**src/rtl/riscv_lsu_pkg.sv**
```systemverilog
// Shared types and constants for the load/store unit.
// Latency: n/a (declarations only).
// Backpressure: n/a.
package riscv_lsu_pkg;

  typedef enum logic [1:0] {
    IDLE = 2'b00,
    REQ  = 2'b01,
    WAIT = 2'b10,
    DONE = 2'b11
  } lsu_state_t;

  // RISC-V load/store funct3 encodings; bit 2 selects zero-extension on loads
  localparam logic [2:0] LS_B  = 3'b000;
  localparam logic [2:0] LS_H  = 3'b001;
  localparam logic [2:0] LS_W  = 3'b010;
  localparam logic [2:0] LS_D  = 3'b011;
  localparam logic [2:0] LS_BU = 3'b100;
  localparam logic [2:0] LS_HU = 3'b101;
  localparam logic [2:0] LS_WU = 3'b110;

  localparam logic [1:0] FC_NONE       = 2'b00;
  localparam logic [1:0] FC_MISALIGNED = 2'b01;
  localparam logic [1:0] FC_ILLEGAL    = 2'b10;
  localparam logic [1:0] FC_TIMEOUT    = 2'b11;

  // Natural alignment check: the access size is encoded in funct3[1:0]
  function automatic logic isMisaligned(input logic [2:0] funct3, input logic [2:0] lowAddr);
    logic bad;
    case (funct3[1:0])
      2'd1:    bad = lowAddr[0];
      2'd2:    bad = |lowAddr[1:0];
      2'd3:    bad = |lowAddr[2:0];
      default: bad = 1'b0;
    endcase
    return bad;
  endfunction

endpackage

```
**src/rtl/riscv_lsu_lane_align.sv**
```systemverilog
// Byte-lane steering: store byte enables and lane replication, load shift and extension.
// Latency: purely combinational.
// Backpressure: none; outputs follow inputs.
module lsu_lane_align
  import riscv_lsu_pkg::*;
#(
  parameter int XLEN = 32,
  localparam int NB = XLEN / 8,
  localparam int OFF_W = $clog2(XLEN / 8)
) (
  input  logic [2:0]       funct3,
  input  logic [OFF_W-1:0] off,
  input  logic [XLEN-1:0]  stData,
  input  logic [XLEN-1:0]  ldData,
  output logic [NB-1:0]    byteEn,
  output logic [XLEN-1:0]  stLanes,
  output logic [XLEN-1:0]  ldResult
);

  logic [NB-1:0]   sizeMask;
  logic [XLEN-1:0] ldShifted;

  // One enable bit per byte covered by the access size, before lane offset
  always_comb begin
    sizeMask = '0;
    for (int i = 0; i < NB; i++) begin
      sizeMask[i] = (i < (1 << funct3[1:0]));
    end
  end

  assign byteEn = sizeMask << off;

  // Replicate the low byte/half/word so whichever lanes are enabled see the data
  always_comb begin
    stLanes = stData;
    case (funct3[1:0])
      2'd0:    stLanes = {NB{stData[7:0]}};
      2'd1:    stLanes = {(NB / 2){stData[15:0]}};
      2'd2:    stLanes = {(XLEN / 32){stData[31:0]}};
      default: stLanes = stData;
    endcase
  end

  assign ldShifted = ldData >> {off, 3'b000};

  // Truncate the shifted word to the access size, then sign- or zero-extend
  always_comb begin
    ldResult = ldShifted;
    case (funct3)
      LS_B:    ldResult = XLEN'($signed(ldShifted[7:0]));
      LS_H:    ldResult = XLEN'($signed(ldShifted[15:0]));
      LS_W:    ldResult = XLEN'($signed(ldShifted[31:0]));
      LS_BU:   ldResult = XLEN'(ldShifted[7:0]);
      LS_HU:   ldResult = XLEN'(ldShifted[15:0]);
      LS_WU:   ldResult = XLEN'(ldShifted[31:0]);
      default: ldResult = ldShifted;
    endcase
  end

endmodule

```
**src/rtl/riscv_lsu.sv**
```systemverilog
// Load/store unit between the M stage and data memory with grant/response handshake.
// Latency: store >=1 cycle of stall; load >=2 cycles, result in the DONE cycle.
// Backpressure: holds stall high until memory grants (and returns data for loads) or the timeout fires.
module riscv_lsu
  import riscv_lsu_pkg::*;
#(
  parameter int XLEN    = 32,
  parameter int ADDR_W  = 32,
  parameter int TIMEOUT = 255
) (
  input  logic                clk,
  input  logic                reset,
  input  logic                req_valid,
  input  logic                req_we,
  input  logic [2:0]          req_funct3,
  input  logic [ADDR_W-1:0]   req_addr,
  input  logic [XLEN-1:0]     req_wdata,
  output logic                stall,
  output logic                resp_valid,
  output logic [XLEN-1:0]     resp_rdata,
  output logic                fault,
  output logic [1:0]          fault_cause,
  output logic                mem_req,
  output logic                mem_we,
  output logic [ADDR_W-1:0]   mem_addr,
  output logic [XLEN/8-1:0]   mem_be,
  output logic [XLEN-1:0]     mem_wdata,
  input  logic                mem_gnt,
  input  logic                mem_rvalid,
  input  logic [XLEN-1:0]     mem_rdata
);

  localparam int NB    = XLEN / 8;
  localparam int OFF_W = $clog2(NB);
  localparam int CNT_W = (TIMEOUT > 1) ? $clog2(TIMEOUT) : 1;
  localparam logic [CNT_W-1:0] CNT_LAST = CNT_W'((TIMEOUT > 0) ? TIMEOUT - 1 : 0);

  lsu_state_t        state;
  lsu_state_t        stateNext;
  logic [CNT_W-1:0]  cnt;
  logic [XLEN-1:0]   rdataReg;
  logic              doneLoad;
  logic              doneTimeout;

  logic              illegalSize;
  logic              misaligned;
  logic              timeoutHit;
  logic              reqIssue;
  logic              stallInt;
  logic              respValidInt;
  logic              faultInt;
  logic [1:0]        causeInt;
  logic              capture;
  logic              toTimeout;

  logic [NB-1:0]     laneBe;
  logic [XLEN-1:0]   laneWdata;
  logic [XLEN-1:0]   laneRdata;

  lsu_lane_align #(
    .XLEN (XLEN)
  ) uAlign (
    .funct3   (req_funct3),
    .off      (req_addr[OFF_W-1:0]),
    .stData   (req_wdata),
    .ldData   (mem_rdata),
    .byteEn   (laneBe),
    .stLanes  (laneWdata),
    .ldResult (laneRdata)
  );

  // Decode the requested access; an illegal size outranks misalignment
  always_comb begin
    illegalSize = (req_funct3 == 3'b111)
                || (req_we && req_funct3[2])
                || ((XLEN == 32) && ((req_funct3 == LS_D) || (req_funct3 == LS_WU)));
    misaligned  = isMisaligned(req_funct3, req_addr[2:0]);
  end

  assign timeoutHit = (TIMEOUT > 0) && (cnt == CNT_LAST);

  // Next-state and per-state control outputs
  always_comb begin
    stateNext    = state;
    reqIssue     = 1'b0;
    stallInt     = 1'b0;
    respValidInt = 1'b0;
    faultInt     = 1'b0;
    causeInt     = FC_NONE;
    capture      = 1'b0;
    toTimeout    = 1'b0;
    case (state)
      IDLE: begin
        if (req_valid) begin
          if (illegalSize || misaligned) begin
            faultInt = 1'b1;
            causeInt = illegalSize ? FC_ILLEGAL : FC_MISALIGNED;
          end else begin
            reqIssue = 1'b1;
            stallInt = 1'b1;
            if (mem_gnt) begin
              stateNext = req_we ? DONE : WAIT;
            end else begin
              stateNext = REQ;
            end
          end
        end
      end
      REQ: begin
        reqIssue = 1'b1;
        stallInt = 1'b1;
        if (mem_gnt) begin
          stateNext = req_we ? DONE : WAIT;
        end else if (timeoutHit) begin
          stateNext = DONE;
          toTimeout = 1'b1;
        end
      end
      WAIT: begin
        stallInt = 1'b1;
        if (mem_rvalid) begin
          capture   = 1'b1;
          stateNext = DONE;
        end else if (timeoutHit) begin
          stateNext = DONE;
          toTimeout = 1'b1;
        end
      end
      DONE: begin
        respValidInt = doneLoad && !doneTimeout;
        faultInt     = doneTimeout;
        causeInt     = doneTimeout ? FC_TIMEOUT : FC_NONE;
        stateNext    = IDLE;
      end
      default: stateNext = IDLE;
    endcase
  end

  // State register
  always_ff @(posedge clk or negedge reset) begin
    if (!reset) begin
      state <= IDLE;
    end else begin
      state <= stateNext;
    end
  end

  // Cycle counter for the REQ+WAIT span; held at zero while idle
  always_ff @(posedge clk or negedge reset) begin
    if (!reset) begin
      cnt <= '0;
    end else if (state == IDLE) begin
      cnt <= '0;
    end else if ((state == REQ) || (state == WAIT)) begin
      cnt <= cnt + 1'b1;
    end
  end

  // Extended load data, captured when memory returns it
  always_ff @(posedge clk or negedge reset) begin
    if (!reset) begin
      rdataReg <= '0;
    end else if (capture) begin
      rdataReg <= laneRdata;
    end
  end

  // Remember what kind of completion the DONE cycle must report
  always_ff @(posedge clk or negedge reset) begin
    if (!reset) begin
      doneLoad    <= 1'b0;
      doneTimeout <= 1'b0;
    end else if ((stateNext == DONE) && (state != DONE)) begin
      doneLoad    <= !req_we;
      doneTimeout <= toTimeout;
    end
  end

  // Memory-side outputs are zero unless a request is actually being presented,
  // and every combinational output is forced low while reset is held.
  assign mem_req     = reqIssue & reset;
  assign mem_we      = mem_req & req_we;
  assign mem_addr    = mem_req ? {req_addr[ADDR_W-1:OFF_W], {OFF_W{1'b0}}} : '0;
  assign mem_be      = mem_req ? laneBe : '0;
  assign mem_wdata   = mem_we ? laneWdata : '0;
  assign stall       = stallInt & reset;
  assign resp_valid  = respValidInt & reset;
  assign fault       = faultInt & reset;
  assign fault_cause = fault ? causeInt : FC_NONE;
  assign resp_rdata  = rdataReg;

endmodule

```
**config.mk**
```make
export PLATFORM = sky130hd
export DESIGN_NAME = riscv_lsu
export DESIGN_NICKNAME = d
export VERILOG_FILES = /design/src/rtl/riscv_lsu_pkg.sv /design/src/rtl/riscv_lsu_lane_align.sv /design/src/rtl/riscv_lsu.sv
export SDC_FILE = /design/constraint.sdc
export NUM_CORES = 1
export LEC_CHECK = 0
export BUFFER_PORTS_ARGS = -buffer_cell sky130_fd_sc_hd__buf_2
export CAP_MARGIN = 20
export CORE_ASPECT_RATIO = 0.9
export CORE_MARGIN = 2
export CORE_UTILIZATION = 47
export DETAILED_ROUTE_END_ITERATION = 12
export PLACE_DENSITY = 0.89
export SYNTH_ARGS = -nofsm -noshare
export SYNTH_HDL_FRONTEND = slang
export SYNTH_SLANG_ARGS = --single-unit
```
**constraint.sdc**
```tcl
create_clock -name clk -period 4.35 [get_ports clk]
set_input_delay 0.6525 -clock clk [delete_from_list [all_inputs] [get_ports clk]]
set_output_delay 0.6525 -clock clk [all_outputs]
set_load 0.005 [all_outputs]
```
# Yosys cells after proc, flatten, opt, wreduce, memory -nomap -nowiden
# Cells that the tools add are included.
[op_classes]
muxes = 36
n_addsub = 1
bitwise_logic = 5
n_shift = 3
reduce_logical = 17
n_lt_le_gt_ge = 4
n_eq_ne = 15
[op_table]
columns = ["op", "count"]
rows = [
  ["one-hot mux 32 bit (4 select lines)", 1],
  ["less-than comparator 3 x 32 -> 1 bit, first input constant", 2],
  ["two-way mux 32 bit", 2],
  ["one-hot mux 32 bit (2 select lines)", 1],
  ["less-than comparator 1 x 32 -> 1 bit, first input constant", 1],
  ["less-than comparator 2 x 32 -> 1 bit, first input constant", 1],
  ["<< shifter 1 x 2 -> 32 bit, first input constant", 1],
  ["right shift 32 x 5 -> 32 bit", 1],
  ["two-way mux 2 bit", 11],
  ["two-way mux 8 bit", 2],
  ["== test 3 bit, second input constant", 4],
  ["two-way mux 1 bit", 11],
  ["== test 2 bit, second input constant", 5],
  ["adder 8 x 1 -> 8 bit, second input constant", 1],
  ["== test 8 bit, second input constant", 1],
  ["one-hot mux 1 bit (2 select lines)", 4],
  ["one-hot mux 2 bit (4 select lines)", 1],
  ["bitwise AND 1 bit", 5],
  ["logical OR 1 bit", 5],
  ["== test 2 x 1 -> 1 bit, second input constant", 2],
  ["logical NOT 2 bit", 2],
  ["two-way mux 4 bit", 1],
  ["one-hot mux 2 bit (2 select lines)", 1],
  ["OR reduction 2 bit", 2],
  ["other kinds (10)", 13],
]
[totals]
register_bits = 44
output_inout_bits = 107
elab_cells = 86

# Depth between registers and ports, before layout
# Gate-level depths: netlist (run 1).
[logic_depth]
ltp_word = 10
depth_mapped = 10

# By module
# A second synthesis (run 1) with hierarchy kept.
[hier_totals]
hier_cells = 424
area_unflattened_um2 = 3833.7
[modules_own_cells]
columns = ["mod", "instances", "cells_per_inst", "area_per_inst_um2", "seq_area_each_um2"]
rows = [
  ["riscv_lsu", 1, 252, 2575.0, 1101.1],
  ["lsu_lane_align", 1, 172, 1258.7, 0.0],
]

# Least setup slack after synthesis (run 1)
# Ideal clock, no wire load.
[synth_path]
path_type = "input-to-output"
from = "in req_funct3[0]"
to = "out mem_wdata[13]"
arrival_ns = 1.883
path_slack_ns = 1.815
path_buffers = 2
cell_stages = 9
cell_sequence = "buf_6 > a21oi_1 > o211ai_1 > nor2_1 > o21ai_2 > inv_2 > nand2_2 > buf_2 > a21oi_1"
[synth_via]
elab_chain_len = 10
word_cells_on_any_way = 19
cone_classes = "eq/ne (6); mux (6); bitwise (2); reduce/logical (5)"
[synth_rtl]
columns = ["item", "line", "rtl"]
rows = [
  ["from (decl)", "riscv_lsu.sv:15", "input logic [2:0] req_funct3,"],
  ["branches (longest 9 deep; another with one-hot mux 1 bit (3 select lines))", "--", ""],
  ["two-way mux 32 bit (*)", "riscv_lsu.sv:185", "assign mem_wdata = mem_we ? laneWdata : '0;"],
  ["to (decl)", "riscv_lsu.sv:27", "output logic [XLEN-1:0] mem_wdata,"],
]
# Mark *: on every way between the ends.

# Worst setup path after layout (run 1)
[layout_path]
from = "in req_addr[0]"
to = "out mem_wdata[17]"
[layout_via]
elab_chain_len = 9
word_cells_on_any_way = 10
cone_classes = "mux (5); bitwise (2); reduce/logical (3)"
[layout_rtl]
columns = ["item", "line", "rtl"]
rows = [
  ["from (decl)", "riscv_lsu.sv:16", "input logic [ADDR_W-1:0] req_addr,"],
  ["OR reduction 3 bit / OR reduction 2 bit (equally long branches)", "riscv_lsu_pkg.sv:33, riscv_lsu_pkg.sv:32", ""],
  ["one-hot mux 1 bit (3 select lines) (*)", "riscv_lsu_pkg.sv:30", "case (funct3[1:0])"],
  ["logical OR 1 bit (*)", "riscv_lsu.sv:95", "if (illegalSize || misaligned) begin"],
  ["two-way mux 1 bit (*)", "riscv_lsu.sv:95", ""],
  ["two-way mux 1 bit (*)", "riscv_lsu.sv:94", "if (req_valid) begin"],
  ["one-hot mux 1 bit (2 select lines) (*)", "riscv_lsu.sv:92", "case (state)"],
  ["bitwise AND 1 bit (*)", "riscv_lsu.sv:181", "assign mem_req = reqIssue & reset;"],
  ["bitwise AND 1 bit (*)", "riscv_lsu.sv:182", "assign mem_we = mem_req & req_we;"],
  ["two-way mux 32 bit (*)", "riscv_lsu.sv:185", ""],
]
# Mark *: on every way between the ends. The rest lies on a longest branch, timed or not.

==> results of run 1 <==
## Yosys cell counts, types with 3 or more instances
| cell | n | share of area (%) |
|---|---|---|
| and3_1 | 10 | 1.9 |
| nand3_1 | 4 | 0.59 |
| o22a_1 | 8 | 2.1 |
| mux2_2 | 8 | 2.7 |
| nor2b_1 | 8 | 1.5 |
| o21ai_0 | 19 | 2.8 |
| a21oi_1 | 43 | 6.4 |
| and2_1 | 32 | 5.9 |
| a211oi_1 | 7 | 1.6 |
| clkbuf_1 | 18 | 2.0 |
| nand2_1 | 40 | 4.5 |
| nand2b_1 | 3 | 0.56 |
| nor3_1 | 4 | 0.59 |
| ha_1 | 8 | 3.0 |
| dfrtp_1 | 44 | 33 |
| nor2_1 | 70 | 7.8 |
| buf_6 | 3 | 1.0 |
| inv_1 | 9 | 1.0 |
| buf_2 | 6 | 0.89 |
| mux2i_1 | 37 | 11 |
| a31oi_1 | 4 | 0.74 |
| or3_1 | 3 | 0.56 |
## placed cells by master (no fill, tap or decap), drive strengths merged, types with 9 or more instances in the layout
cell type,count
nor2,70
o21ai,21
dfrtp,44
buf,211
a21oi,43
nand2,41
mux2,9
and3,10
inv,11
mux2i,37
and2,32
## where the power goes
group	internal, mW	total (mW)	leakage [nW]	switching (mW)
sequential	0.592	0.708	0.529	0.117
combinational	0.475	1.01	1.92	0.532
clock	0.173	0.330	0.0548	0.156
## per-layer routing
| metal | GRT usage (%) | part of all wire, % |
|---|---|---|
| met1 | 41.56 | 40 |
| met2 | 54.22 | 50 |
| met3 | 5.655 | 8.3 |
| met4 | 8.690 | 1.9 |
| met5 | 0 | 0 |
## flip-flops by register name, summed over array words and instances, names as in the netlist
register     cells
resp_rdata      32
cnt              8
state            2
doneLoad         1
doneTimeout      1
## per-stage QoR
| stage | total power, mW | hold WS [ps] | instances |
|---|---|---|---|
| 2_1_floorplan | 1.282 | 356.9 | 423 |
| 3_3_place_gp | 1.679 | 484.9 | 696 |
| 3_5_place_dp | 1.711 | 489.8 | 696 |
| 4_1_cts | 2.043 | 509.8 | 704 |
| 5_1_grt | 2.195 | 530.3 | 705 |
| 6_report | 2.045 | 507.3 | 705 |
## critical path, stage by stage
cell      delay (ps)
buf_2            550
a21oi_1          250
o211ai_1         330
nor2_1           120
o21ai_2          220
inv_2            240
nand2_2          430
nor2_1           110
buf_2            150
## cell type report
| cell class | instances | area [um2] | area share (%) |
|---|---|---|---|
| sequential | 44 | 1101 | 24.41 |
| inverter | 10 | 37.54 | 0.8322 |
| antenna | 1 | 2.502 | 0.05548 |
| clock buffer | 5 | 68.82 | 1.526 |
| tap | 93 | 116.4 | 2.580 |
| timing repair buffer | 211 | 1061 | 23.52 |
| clock inverter | 3 | 46.29 | 1.026 |
| multi-input combinational | 338 | 2077 | 46.05 |
## final timing paths
check | from | end | slack (ps) | cells past startpoint
worst max register to register | state[0] | resp_rdata[14] | 1800 | 6
worst min-delay path | resp_rdata[15] | resp_rdata[15] | 510 | 2
min in group asynchronous | reset | resp_rdata[18] | 520 | 2
max in group asynchronous | reset | resp_rdata[15] | 3420 | 2
worst max-delay path | req_addr[0] | mem_wdata[17] | 620 | 9
worst min register to register | resp_rdata[15] | resp_rdata[15] | 510 | 2
## cells by family (layout without fill, tap and decap cells)
family	Yosys count	in the layout	synth area share (%)
buf+inv	41	229	5.687
simple gates	184	184	26.32
compound gates	97	97	17.81
flops	44	44	32.71
mux	46	46	14.13
fa+ha+maj	8	8	2.974
xor+xnor	1	1	0.2603
other cells	1	3	0.1114
==> run_results.csv, run 1 <==
group,metric,value,unit
clock_network,clock_latency,300,ps
timing,finalCritPeriodShare,85.67,%
floorplanning,num_rows,29,
grt,grt_max_degree,49,
clock_network,clkSlewWorstSetupHoldPaths,80,ps
route,drc,0,
clock_network,ctsHoldBuffers,0,
grt,antenna_found_initial,1,
timing,finalHoldViolations,0,
timing,max_slew_margin,50.05,%
synthesis,synth_edf_count,0,
synthesis,ys_seq_elements,44,
floorplanning,die_h,84.28,um
grt,grt_pass1_vias,3665,
timing,rsz0062_at_grt,"false",
status,outcome,"completed",
timing,timing.final.ws_setup,623.2,ps
synthesis,seq_area_frac_synth,32.71,%
floorplanning,die_area,7855,um2
route,drt_wl_total,12.90,mm
place,hpwl,10.15,mm
synthesis,async_flop_share,100.0,%
floorplanning,die_w,93.20,um
route,ant_nets,0,
route,vias,3933,
synthesis,synth_area,3366,um2
cells_and_area,fill_cells,643,
cells_and_area,final_nets,723,
synthesis,ys_types,50,
clock_network,ctsResizeCount,0,
timing,fmax,0.2683,GHz
route,drt_iter0_markers,293,
worst_setup_path,worstPathArrival,3070,ps
job,drv_cap,0,
synthesis,synth_cells,422,
floorplanning,initial_utilization,48.06,%
worst_hold_path,hold_class,"reg2reg",
clock_network,ctsHtreeMaxLevel,2,
worst_setup_path,critPathMaxFanout,41,
cells_and_area,drive_gt1_share,38.63,%
grt,gr-total-overflow,0,
clock_network,clock-root-buffer,"clkbuf_8",
cells_and_area,area_delta_synth_final,34.01,%
worst_setup_path,critical_path_class,"in2out",
timing,finClkSkew,6.338,ps
clock_network,clk_path_buf_depth,2,
route,drt_pass1_iterations,5,
timing,slew_violations,0,
cells_and_area,final_area,4511,um2
place,gp_congestion,0.9246,
grt,grt_usage,31.78,%
route,wl_per_cell,18.29,um
timing,finalCriticalPeriod,3727,ps
place,portBuffers,209,
route,vias_per_cell,5.579,
worst_setup_path,start_kind,"primary input",
worst_setup_path,cp-end-kind,"primary output",
clock_network,cts.sinks,44,
grt,grt_pass1_wl,19.42,mm
synthesis,yosysWarnings,0,
cells_and_area,fin_util,64.41,%
floorplanning,core_region_area,7003,um2
pwr,power.density,453.3,nW/um2
timing,tightest_slew,749.2,ps
place,dpl_worst_slack,680.5,ps
clock_network,post_cts_buffers,0,
timing,finalSetupViolations,0,
synthesis,avgSynthCellArea,7.976,um2
timing,fin_setup_tns,0,ps
worst_setup_path,crit_required,3700,ps
clock_network,cts_buffers,5,
pwr,power_leakage,2.501,nW
floorplanning,pin_count,212,
synthesis,synth_ff_type,"dfrtp_1",
place,placed_area,4393,um2
pwr,vdd_ir_drop_max,0.0002137,V
clock_network,cts_tree,"yes",
(Power assumes the default switching activity.)
==> inputs of run 2 (changes only) <==
- CORE_ASPECT_RATIO: 0.9 -> 1.25
==> run 2 against run 1 <==
- cell count is 0.71% lower
- sequential power rose by 2%
- worst setup slack worse by 75 ps
- final area grew 0.17%
- clock skew rose by 0.80 ps
==> run_results.csv, run 2 (synthesis gave the netlist of run 1 again) <==
group,metric,value,unit
status,outcome,"completed",
worst_hold_path,hold_class,"in2async",
timing,fmax,0.2630,GHz
route,vias,3925,
route,drt_iter0_markers,241,
pwr,vdd_ir_drop_max,0.0002528,V
clock_network,clk_path_buf_depth,2,
worst_setup_path,critPathMaxFanout,41,
worst_setup_path,cp_num_buf_inv,3,
floorplanning,num_rows,34,
cells_and_area,fill_cells,587,
grt,grt_max_degree,49,
route,drc,0,
timing,max_slew_margin,49.44,%
floorplanning,die_w,79.69,um
timing,finalCriticalPeriod,3802,ps
floorplanning,initial_utilization,48.54,%
timing,whs,471.1,ps
cells_and_area,regArea,1101,um2
cells_and_area,diodes,0,
clock_network,clock_latency,300,ps
place,dpl_worst_slack,614.3,ps
worst_setup_path,crit_chain,"buf_2, a21oi_1, o211ai_1, nor2_1, o21ai_2, inv_2, nand2_2, nor2_1, buf_2",
worst_setup_path,worst_path_max_delay_cell,"buf_2",
clock_network,cts.sinks,44,
worst_setup_path,critical_path_class,"in2out",
grt,grt_pass1_wl,17.90,mm
grt,gr-total-overflow,0,
cells_and_area,final_cells,700,
worst_setup_path,cp_top_family,"buffers and inverters",
grt,antenna_found_initial,0,
place,placed_area,4389,um2
timing,finalSetupViolations,0,
worst_setup_path,slowest_delay,580,ps
timing,finalHoldViolations,0,
timing,rsz0062_at_grt,"false",
timing,fin_setup_tns,0,ps
timing,slew_violations,0,
cells_and_area,area_delta_synth_final,34.24,%
worst_setup_path,crit_required,3700,ps
place,portBuffers,209,
place,hpwl,9.238,mm
clock_network,ctsResizeCount,0,
timing,finalCritPeriodShare,87.40,%
clock_network,post_cts_buffers,0,
timing,finClkSkew,7.134,ps
floorplanning,die_area,7858,um2
cells_and_area,fin_util,65.16,%
clock_network,clock-root-buffer,"clkbuf_8",
job,drv_cap,0,
pwr,power_leakage,2.511,nW
floorplanning,die_h,98.61,um
cells_and_area,drive_gt1_share,38.52,%
pwr,power.density,461.0,nW/um2
worst_setup_path,start_kind,"primary input",
cells_and_area,final_area,4518,um2
route,drt_wl_total,11.75,mm
route,drt_pass1_iterations,6,
timing,timing.final.ws_setup,548.2,ps
clock_network,cts_tree,"yes",
cells_and_area,largest_reg_flops,32,
floorplanning,core_region_area,6934,um2
clock_network,clkSlewWorstSetupHoldPaths,90,ps
cells_and_area,final_cell_mix,"buf_2, nor2_1, dfrtp_1",
pwr,power,2.083,mW
cells_and_area,multi_input_area,2077,um2
worst_setup_path,cp-end-kind,"primary output",
place,gp_congestion,0.9624,
timing,tightest_slew,758.4,ps
clock_network,ctsHoldBuffers,0,
place,placedCellCount,693,
route,vias_per_cell,5.607,
worst_setup_path,worstPathArrival,3150,ps
route,ant_nets,0,
cells_and_area,final_common_cell,"buf_2",
clock_network,cts_buffers,5,
clock_network,ctsHtreeMaxLevel,2,
route,wl_per_cell,16.79,um
grt,grt_usage,29.04,%
grt,grt_pass1_vias,3651,
floorplanning,pin_count,212,
cells_and_area,final_nets,723,
run 2: path summary, 6_finish.rpt:
path / start / end / slack [ps] / cells past startpoint
hold reg to reg: cnt[6] / cnt[6] / 510 / 1
hold / removal: reset / resp_rdata[22] / 470 / 2
min in group clk: cnt[6] / cnt[6] / 510 / 1
setup / recovery: req_addr[0] / mem_wdata[31] / 550 / 9
setup reg to reg: state[0] / doneTimeout / 2130 / 8
max in group asynchronous: reset / resp_rdata[11] / 3450 / 2
run 2: worst reg2reg max path, stage by stage (launching register included):
cell      delay [ps]
dfrtp_1          480
inv_1            150
ha_1             410
inv_1            130
o311ai_0         110
a31oi_1           80
a31oi_1          230
nand3b_1         180
mux2_4           330
run 2: power breakdown:
group	internal, mW	switching, mW
clock network	0.226	0.143
logic	0.474	0.521
registers	0.593	0.126
run 2: layer usage:
metal  wire (um)  global-route usage (%)  up-vias  part of all wire [%]
met4         293                   9.151        0                   2.5
li1            -                       -     1828                     -
met5           0                       0        -                     0
met2        5768                   49.77      219                    49
met3        1105                   7.051       25                   9.4
met1        4583                   35.68     1853                    39
run 2: cell type report:
cell class                      instances  share of cell area, %
Tap cell                               90                  2.492
Sequential cell                        44                  24.37
Multi-Input combinational cell        338                  45.97
Inverter                               10                 0.8308
Clock buffer                            5                  1.523
Clock inverter                          2                  1.329
Timing Repair Buffer                  211                  23.48
